[src/rtl/sram_arbiter_pkg.sv]
// sram_arbiter_pkg: FSM encoding and request decode shared by the SRAM arbiter.
package sram_arbiter_pkg;
  localparam int CW = 8;
  typedef enum logic [2:0] {
    S_IDLE,
    S_RD,
    S_WR_SETUP,
    S_WR_PULSE,
    S_WR_HOLD,
    S_DONE_CPU
  } state_t;
  function automatic logic cpu_req_decode(input logic ce_n, input logic oe_n, input logic we_n);
    return ~ce_n & (~oe_n | ~we_n);
  endfunction
endpackage

[src/rtl/sram_arbiter.sv]
// sram_arbiter: shares one async SRAM between the CPU data port and the read-only video fetcher.
module sram_arbiter
  import sram_arbiter_pkg::*;
#(
  parameter int DW             = 16,
  parameter int RD_CYCLES      = 2,
  parameter int WE_CYCLES      = 1,
  parameter int MAX_VID_STREAK = 4
) (
  input  logic          clk,
  input  logic          rst_n,
  input  logic          cpu_ce_n,
  input  logic          cpu_oe_n,
  input  logic          cpu_we_n,
  input  logic [DW-1:0] cpu_addr,
  input  logic [DW-1:0] cpu_wdata,
  output logic [DW-1:0] cpu_rdata,
  output logic          cpu_stall,
  input  logic          vid_req,
  input  logic [DW-1:0] vid_addr,
  output logic          vid_ack,
  output logic [DW-1:0] vid_rdata,
  output logic          vid_valid,
  output logic          sram_ce_n,
  output logic          sram_oe_n,
  output logic          sram_we_n,
  output logic [DW-1:0] sram_addr,
  output logic [DW-1:0] sram_dout,
  output logic          sram_dout_en,
  input  logic [DW-1:0] sram_din
);
  state_t          r_state, w_next;
  logic [CW-1:0]   r_cnt, r_streak;
  logic            r_vid_own, r_vid_ack, r_vid_valid;
  logic [DW-1:0]   r_addr, r_dout, r_cpu_rdata, r_vid_rdata;
  logic            w_cpu_req, w_vid_grant, w_cpu_grant, w_rd_last, w_we_last;

  assign w_cpu_req   = cpu_req_decode(cpu_ce_n, cpu_oe_n, cpu_we_n);
  // video may jump a waiting CPU only until the streak limit is reached
  assign w_vid_grant = (r_state == S_IDLE) & vid_req & (~w_cpu_req | (r_streak < CW'(MAX_VID_STREAK)));
  assign w_cpu_grant = (r_state == S_IDLE) & ~w_vid_grant & w_cpu_req;
  assign w_rd_last   = r_cnt == CW'(RD_CYCLES - 1);
  assign w_we_last   = r_cnt == CW'(WE_CYCLES - 1);

  always_ff @(posedge clk) begin
    if (!rst_n) begin
      r_state     <= S_IDLE;
      r_cnt       <= '0;
      r_streak    <= '0;
      r_vid_own   <= 1'b0;
      r_vid_ack   <= 1'b0;
      r_vid_valid <= 1'b0;
      r_addr      <= '0;
      r_dout      <= '0;
      r_cpu_rdata <= '0;
      r_vid_rdata <= '0;
    end else begin
      r_state     <= w_next;
      r_cnt       <= (w_next != r_state) ? '0 : r_cnt + 1'b1;
      r_vid_ack   <= w_vid_grant;
      r_vid_valid <= (r_state == S_RD) & w_rd_last & r_vid_own;
      if (w_vid_grant) begin
        r_addr    <= vid_addr;
        r_vid_own <= 1'b1;
        r_streak  <= w_cpu_req ? r_streak + 1'b1 : '0;
      end else if (w_cpu_grant) begin
        r_addr    <= cpu_addr;
        r_dout    <= cpu_wdata;
        r_vid_own <= 1'b0;
        r_streak  <= '0;
      end
      if ((r_state == S_RD) & w_rd_last & r_vid_own) r_vid_rdata <= sram_din;
      if ((r_state == S_RD) & w_rd_last & ~r_vid_own) r_cpu_rdata <= sram_din;
    end
  end

  always_comb begin
    w_next = r_state;
    case (r_state)
      S_IDLE:     w_next = w_vid_grant ? S_RD : w_cpu_grant ? (cpu_we_n ? S_RD : S_WR_SETUP) : S_IDLE;
      S_RD:       w_next = !w_rd_last ? S_RD : r_vid_own ? S_IDLE : S_DONE_CPU;
      S_WR_SETUP: w_next = S_WR_PULSE;
      S_WR_PULSE: w_next = w_we_last ? S_WR_HOLD : S_WR_PULSE;
      S_WR_HOLD:  w_next = S_DONE_CPU;
      S_DONE_CPU: w_next = S_IDLE;
      default:    w_next = S_IDLE;
    endcase
  end

  always_comb begin
    sram_ce_n    = ~(r_state inside {S_RD, S_WR_SETUP, S_WR_PULSE, S_WR_HOLD});
    sram_oe_n    = r_state != S_RD;
    sram_we_n    = r_state != S_WR_PULSE;
    sram_dout_en = r_state inside {S_WR_SETUP, S_WR_PULSE, S_WR_HOLD};
    cpu_stall    = w_cpu_req & (r_state != S_DONE_CPU);
  end

  assign sram_addr = r_addr;
  assign sram_dout = r_dout;
  assign cpu_rdata = r_cpu_rdata;
  assign vid_rdata = r_vid_rdata;
  assign vid_ack   = r_vid_ack;
  assign vid_valid = r_vid_valid;
endmodule

[config.mk]
export PLATFORM = sky130hd
export DESIGN_NAME = sram_arbiter
export DESIGN_NICKNAME = d
export VERILOG_FILES = /design/src/rtl/sram_arbiter_pkg.sv /design/src/rtl/sram_arbiter.sv
export SDC_FILE = /design/constraint.sdc
export NUM_CORES = 1
export LEC_CHECK = 0
export ABC_AREA = 1
export CAP_MARGIN = 5
export CELL_PAD_IN_SITES_DETAIL_PLACEMENT = 1
export CELL_PAD_IN_SITES_GLOBAL_PLACEMENT = 2
export CORE_UTILIZATION = 21
export DETAILED_ROUTE_END_ITERATION = 8
export GPL_TIMING_DRIVEN = 0
export HOLD_SLACK_MARGIN = 0.06
export PLACE_DENSITY = 0.86
export SLEW_MARGIN = 5
export SYNTH_ARGS = -nofsm -noshare
export SYNTH_HDL_FRONTEND = slang
export SYNTH_SLANG_ARGS = --single-unit
[constraint.sdc]
create_clock -name clk -period 1.64 [get_ports clk]
set_clock_uncertainty 0.1 [all_clocks]
set_input_delay 0.328 -clock clk [delete_from_list [all_inputs] [get_ports clk]]
set_output_delay 0.328 -clock clk [all_outputs]
set_load 0.01 [all_outputs]
# Word level (Yosys, flattened, before mapping)
# Cells that the tools add are included.
[op_classes]
n_reduce_logical = 7
n_eq_ne = 9
magnitude_cmp = 1
n_bitwise = 19
add_sub_neg = 2
mux = 14
[op_table]
columns = ["op", "n"]
rows = [
  ["two-way mux 16 bit", 2],
  ["two-way mux 8 bit", 3],
  ["adder 8 x 1 -> 8 bit, second input constant", 2],
  ["case mux 3 bit (5 select lines)", 1],
  ["bitwise AND 1 bit", 9],
  ["two-way mux 3 bit", 3],
  ["equality test 8 x 1 -> 1 bit, second input constant", 1],
  ["zero test 8 bit", 1],
  ["< comparator 8 x 3 -> 1 bit, second input constant", 1],
  ["NOT 1 bit", 8],
  ["equality test 3 x 2 -> 1 bit, second input constant", 2],
  ["two-way mux 2 bit", 3],
  ["nonzero test 4 bit", 1],
  ["equality test 3 x 1 -> 1 bit, second input constant", 1],
  ["equality test 3 bit, second input constant", 1],
  ["zero test 3 bit", 1],
  ["!= test 3 x 1 -> 1 bit, second input constant", 1],
  ["!= test 3 x 2 -> 1 bit, second input constant", 1],
  ["!= test 3 bit", 1],
  ["!= test 3 bit, second input constant", 1],
  ["nonzero test 3 bit", 1],
  ["two-way mux 1 bit", 2],
  ["OR 1 bit", 2],
  ["AND reduction 2 bit", 1],
  ["2 further kinds", 2],
]
[totals]
regBits = 86
output_inout_bits = 71
inputBits = 70
elab_cells = 62

# Logic depth before layout (Yosys ltp)
[logic_depth]
ltp_word = 14
depth_mapped = 12
depth_no_buf = 12

# Worst setup path after synthesis
# Ideal clock, no wire load.
[synth_timing]
path_kind = "register to register"
from = "reg r_cnt[1]"
to = "reg r_vid_rdata[1] (netlist: vid_rdata[1])"
setup_ns = 0.116
required_ns = 1.424
setup_slack_ns = 0.079
n_path_buf = 1
period_less_slack_ns = 1.561
arrival_time_ns = 1.346
stages_incl_launch_ff = 11
path_cell_list = "dfxtp_1 > inv_1 > ha_1 > inv_1 > nor3_1 > nand2_1 > nor2_4 > inv_2 > buf_2 > nor2_1 > nor2_1"
[synth_via]
elab_chain_len = 3
[synth_rtl]
columns = ["element", "line_no", "text"]
rows = [
  ["start, declared", "sram_arbiter.sv:33", "logic [CW-1:0] r_cnt, r_streak;"],
  ["start signal, assigned", "sram_arbiter.sv:59", "r_cnt <= (w_next != r_state) ? '0 : r_cnt + 1'b1;"],
  ["equality test 8 x 1 -> 1 bit", "sram_arbiter.sv:42", "assign w_rd_last = r_cnt == CW'(RD_CYCLES - 1);"],
  ["bitwise AND 1 bit (2 in a row)", "sram_arbiter.sv:72", "if ((r_state == S_RD) & w_rd_last & r_vid_own) r_vid_rdata <= sram_din;"],
  ["end signal, assigned", "sram_arbiter.sv:72", ""],
  ["end, declared", "sram_arbiter.sv:35", "logic [DW-1:0] r_addr, r_dout, r_cpu_rdata, r_vid_rdata;"],
]
# Every way passes these cells.
# A chain may end at the register's enable or synchronous reset.

# Worst setup path after layout
[layout_timing]
from = "reg r_state[0]"
to = "out sram_ce_n"
[layout_via]
elab_chain_len = 3
word_cells_on_any_way = 6
classes_between = "eq/ne: 4; bitwise: 1; reduce/logical: 1"
[layout_rtl]
columns = ["element", "line_no", "text"]
rows = [
  ["start, declared", "sram_arbiter.sv:32", "state_t r_state, w_next;"],
  ["start signal, assigned", "sram_arbiter.sv:58", "r_state <= w_next;"],
  ["equality test 3 x 1 -> 1 bit, or another cell as far along", "sram_arbiter.sv:91", "sram_ce_n = ~(r_state inside {S_RD, S_WR_SETUP, S_WR_PULSE, S_WR_HOLD});"],
  ["nonzero test 4 bit *", "sram_arbiter.sv:91", ""],
  ["NOT 1 bit *", "sram_arbiter.sv:91", ""],
  ["end, declared", "sram_arbiter.sv:24", "output logic sram_ce_n,"],
]
# Mark *: on every way between the ends. The rest lies on a longest branch, timed or not.

==> metrics.md <==
| Metric | Value |
|---|---|
| Ys flop type | `dfxtp_1` |
| Worst slew pin tran | `between 700 and 800 ps` |
| Final setup viols | `18` |
| RSZ-0062 raised after global routing | `yes` |
| Core area | `between 0.015 and 0.02 mm2` |
| Top cells by count, synth | `nor2_1, dfxtp_1, nand2_1` |
| WP data required | `~1200 ps` |
| Seq/Total Area, Yosys | `around 50%` |
| Critical Path AT | `1280 ps` |
| TNS Setup | `-287 ps` |
| CP Class | `flop to output port` |
| Largest net degree at the start of global routing | `17` |
| Max-slew headroom | `between 50% and 60%` |
| IO buf count | `between 100 and 150` |
| Clock sinks | `86` |
| Async SR Flop Fraction | `0%` |
| Hold_buf cts | `0` |
| Vias post-DR | `3735` |
| Total die area | `roughly 0.017 mm2` |
| Critical Path Start Type | `flop` |
| Leak pwr | `approximately 0.0027 uW` |
| Yosys warnings | `0` |
| Register bit count reported by yosys | `86` |
| Area leader, netlist | `dfxtp_1` |
| Slowest CP cell | `dfxtp_4` |
| IO Pins | `between 100 and 150` |
| Synth Net Count | `around 520` |
| CTS tree | `yes` |
| Post-route cell area | `~0.0064 mm2` |
| Gr usage total | `14.7%` |
| Layout cell share with drive strength beyond 1 | `between 30% and 40%` |
| Root Driver | `clkbuf_16` |
| Max Slew Vio Count | `0` |
| Crit share post-route | `104%` |
| Placed inst area | `just over 0.005 mm2` |
| Synth unique cells | `28` |
| Synth-to-Final Area Change | `85.8%` |
| Initial antenna violation count | `0` |
| Vias per std cell | `between 4 and 5` |
| Final worst setup slack | `-70.5 ps` |
| Iter 0 DRT Violations | `97` |
| Clock slew at the register clock pins of the worst setup and hold paths | `around 60 ps` |
| Worst Path Buf+Inv | `2` |
| Diodes inserted | `0` |
| Vias in the first global route | `approximately 3.8k` |
| Crit path largest cell delay | `370 ps` |
| Status | `finished, violations left` |
| Final Net Count | `712` |
| Cell count after synthesis | `approximately 450` |
| Initial core utilization | `21.6%` |
| First-pass GRT wire length | `roughly 19 mm` |
| Row cnt | `46` |
| Routed Antenna Nets | `0` |
| Cells after DPL | `approximately 800` |
| Top cells by area, synth | `dfxtp_1, nor2_1, o21ai_0` |
| Most frequent CP cell | `nand2_4` |
| Pwr Density | `around 1100 mW/mm2` |
| Yosys top cell area share | `50.2%` |
| Die H | `between 100 and 150 um` |
| Peak VDD IR | `around 0.00053 V` |
| Final wirelength | `approximately 13 mm` |
| Post-synthesis cell area | `0.00343 mm2` |
| Synthesized area per cell | `7.67 um2` |
| Crit path time final | `about 1700 ps` |
| Overflow after GRT | `0` |
| Die width | `130 um` |
| Most common cell in the netlist | `nor2_1` |
| EDFF count, synth | `0` |
| DP Worst Slack | `-974 ps` |
| CP Capture Type | `output port` |
| Num CTS Buffers | `9` |
| Drt pass-1 iters | `4` |
| CP Cell Sequence | `nor2_4 -> buf_6 -> nand2_4 -> nand2_4 -> nor2_2 -> buf_2` |
| Final non-filler cell total | `around 860` |
| Longest Clk Path Bufs | `2` |
| Top delay family on crit path | `flip-flops` |
| # DRC | `0` |
| Tightest Hold Check Type | `input port to flop` |
| Max_cap viols | `0` |
| FMAX | `between 0.5 and 0.6 GHz` |
| Clock Latency Late Sink | `around 340 ps` |
| Crit path max fanout | `3` |
| RD Place Congestion | `0.746` |
| Routed wire length per instance | `about 15 um` |
| H-tree levels | `3` |
| Final HPWL DP | `8.72 mm` |
| Final hold violations | `0` |
| Failing checks | `negative setup slack` |
## stage by stage
stage                     utilization [%]  total power, uW  hold slack (ps)
after floorplan                         -             3310              317
after global placement               32.0             4120              324
after detailed placement             32.0             4170              328
after CTS                            35.2             6410              331
after global routing                 40.1             7300              305
final                                40.1             6920              300
## metal layers
layer / vias up / part of all wire, % / wire, um / GRT usage, %
li1: 1825 / - / - / -
met1: 1792 / 41 / 5260 / 16.7
met2: 108 / 52 / 6710 / 25.6
met3: 10 / 6.5 / 834 / 5.58
met4: 0 / 0.74 / 95 / 4.10
met5: - / 0 / 0 / 0
## tightest hold or removal path, delay by kind of cell
family / cells / cell delay, ps
AOI/OAI and AO/OA: 1 / 50
buffers and inverters: 2 / 230
and+or+nand+nor: 1 / 90
## what timing repair did
action,CTS,global route
gates resized for setup,142,208
cloned,1,5
setup endpoints to repair,157,82
pin swaps,15,64
buffers inserted,18,18
## kinds of logic after synthesis
group	synth area share, %
and+or+nand+nor	27.5
DFF	50.2
AOI/OAI and AO/OA	12.4
buffers and inverters	6.82
xor gates and xnor gates	1.53
adders and majority gates	1.46
## final cells by class
cell class                      instances  area (um2)
Timing Repair Buffer                  181        1710
Inverter                               29         144
Sequential cell                        86        1740
Clock inverter                          5        57.6
Fill cell                            1870        9510
Clock buffer                           11         243
Tap cell                              216         270
Multi-Input combinational cell        311        2000
Buffer                                 20         205
## state kept, by name, summed over array words and instances, names as in the netlist
signal     count
r_cnt          8
vid_valid      1
sram_addr     16
vid_ack        1
vid_rdata     16
r_vid_own      1
r_state        3
cpu_rdata     16
sram_dout     16
r_streak       8
## path summary, 6_finish.rpt
path              slack [ps]                      from                       end  cells after the start
setup / recovery         -70     r_state[0]$_SDFF_PN0_                 sram_ce_n                      6
hold / removal           300                  cpu_we_n     r_state[1]$_SDFF_PN0_                      4
setup reg to reg         -30     r_state[2]$_SDFF_PN0_       r_cnt[5]$_SDFF_PP0_                      9
hold reg to reg          340  r_streak[3]$_SDFFE_PN0P_  r_streak[3]$_SDFFE_PN0P_                      2
## power by group
| part | leakage (uW) | switching, uW | internal, uW | total, uW |
|---|---|---|---|---|
| logic | 0.00188 | 1190 | 1130 | 2320 |
| registers | 0.000706 | 172 | 2320 | 2490 |
| clock network | 0.000150 | 883 | 1230 | 2110 |
| total | 0.00274 | 2240 | 4680 | 6920 |
## cells in the final DEF, fill, tap and decap left out, types with 3 or more instances in the layout
| cell | instances |
|---|---|
| nand3_1 | 18 |
| buf_12 | 4 |
| dfxtp_4 | 4 |
| nand2_1 | 38 |
| dlygate4sd2_1 | 68 |
| a31oi_4 | 3 |
| xor2_1 | 4 |
| o21ai_1 | 8 |
| nor2_1 | 95 |
| inv_6 | 3 |
| clkdlybuf4s50_1 | 65 |
| clkbuf_16 | 12 |
| buf_2 | 3 |
| nand2_4 | 7 |
| inv_1 | 14 |
| inv_2 | 5 |
| inv_4 | 7 |
| a21oi_1 | 8 |
| a31oi_1 | 13 |
| dfxtp_1 | 77 |
| o21ai_0 | 16 |
| nor2_2 | 9 |
| dfxtp_2 | 5 |
| nor2_4 | 27 |
| nand3_2 | 3 |
| clkbuf_1 | 8 |
| buf_4 | 26 |
| nand2_2 | 15 |
| o21ai_2 | 29 |
| buf_8 | 3 |
| buf_6 | 19 |
No activity file was read; power rests on OpenSTA's default activity.
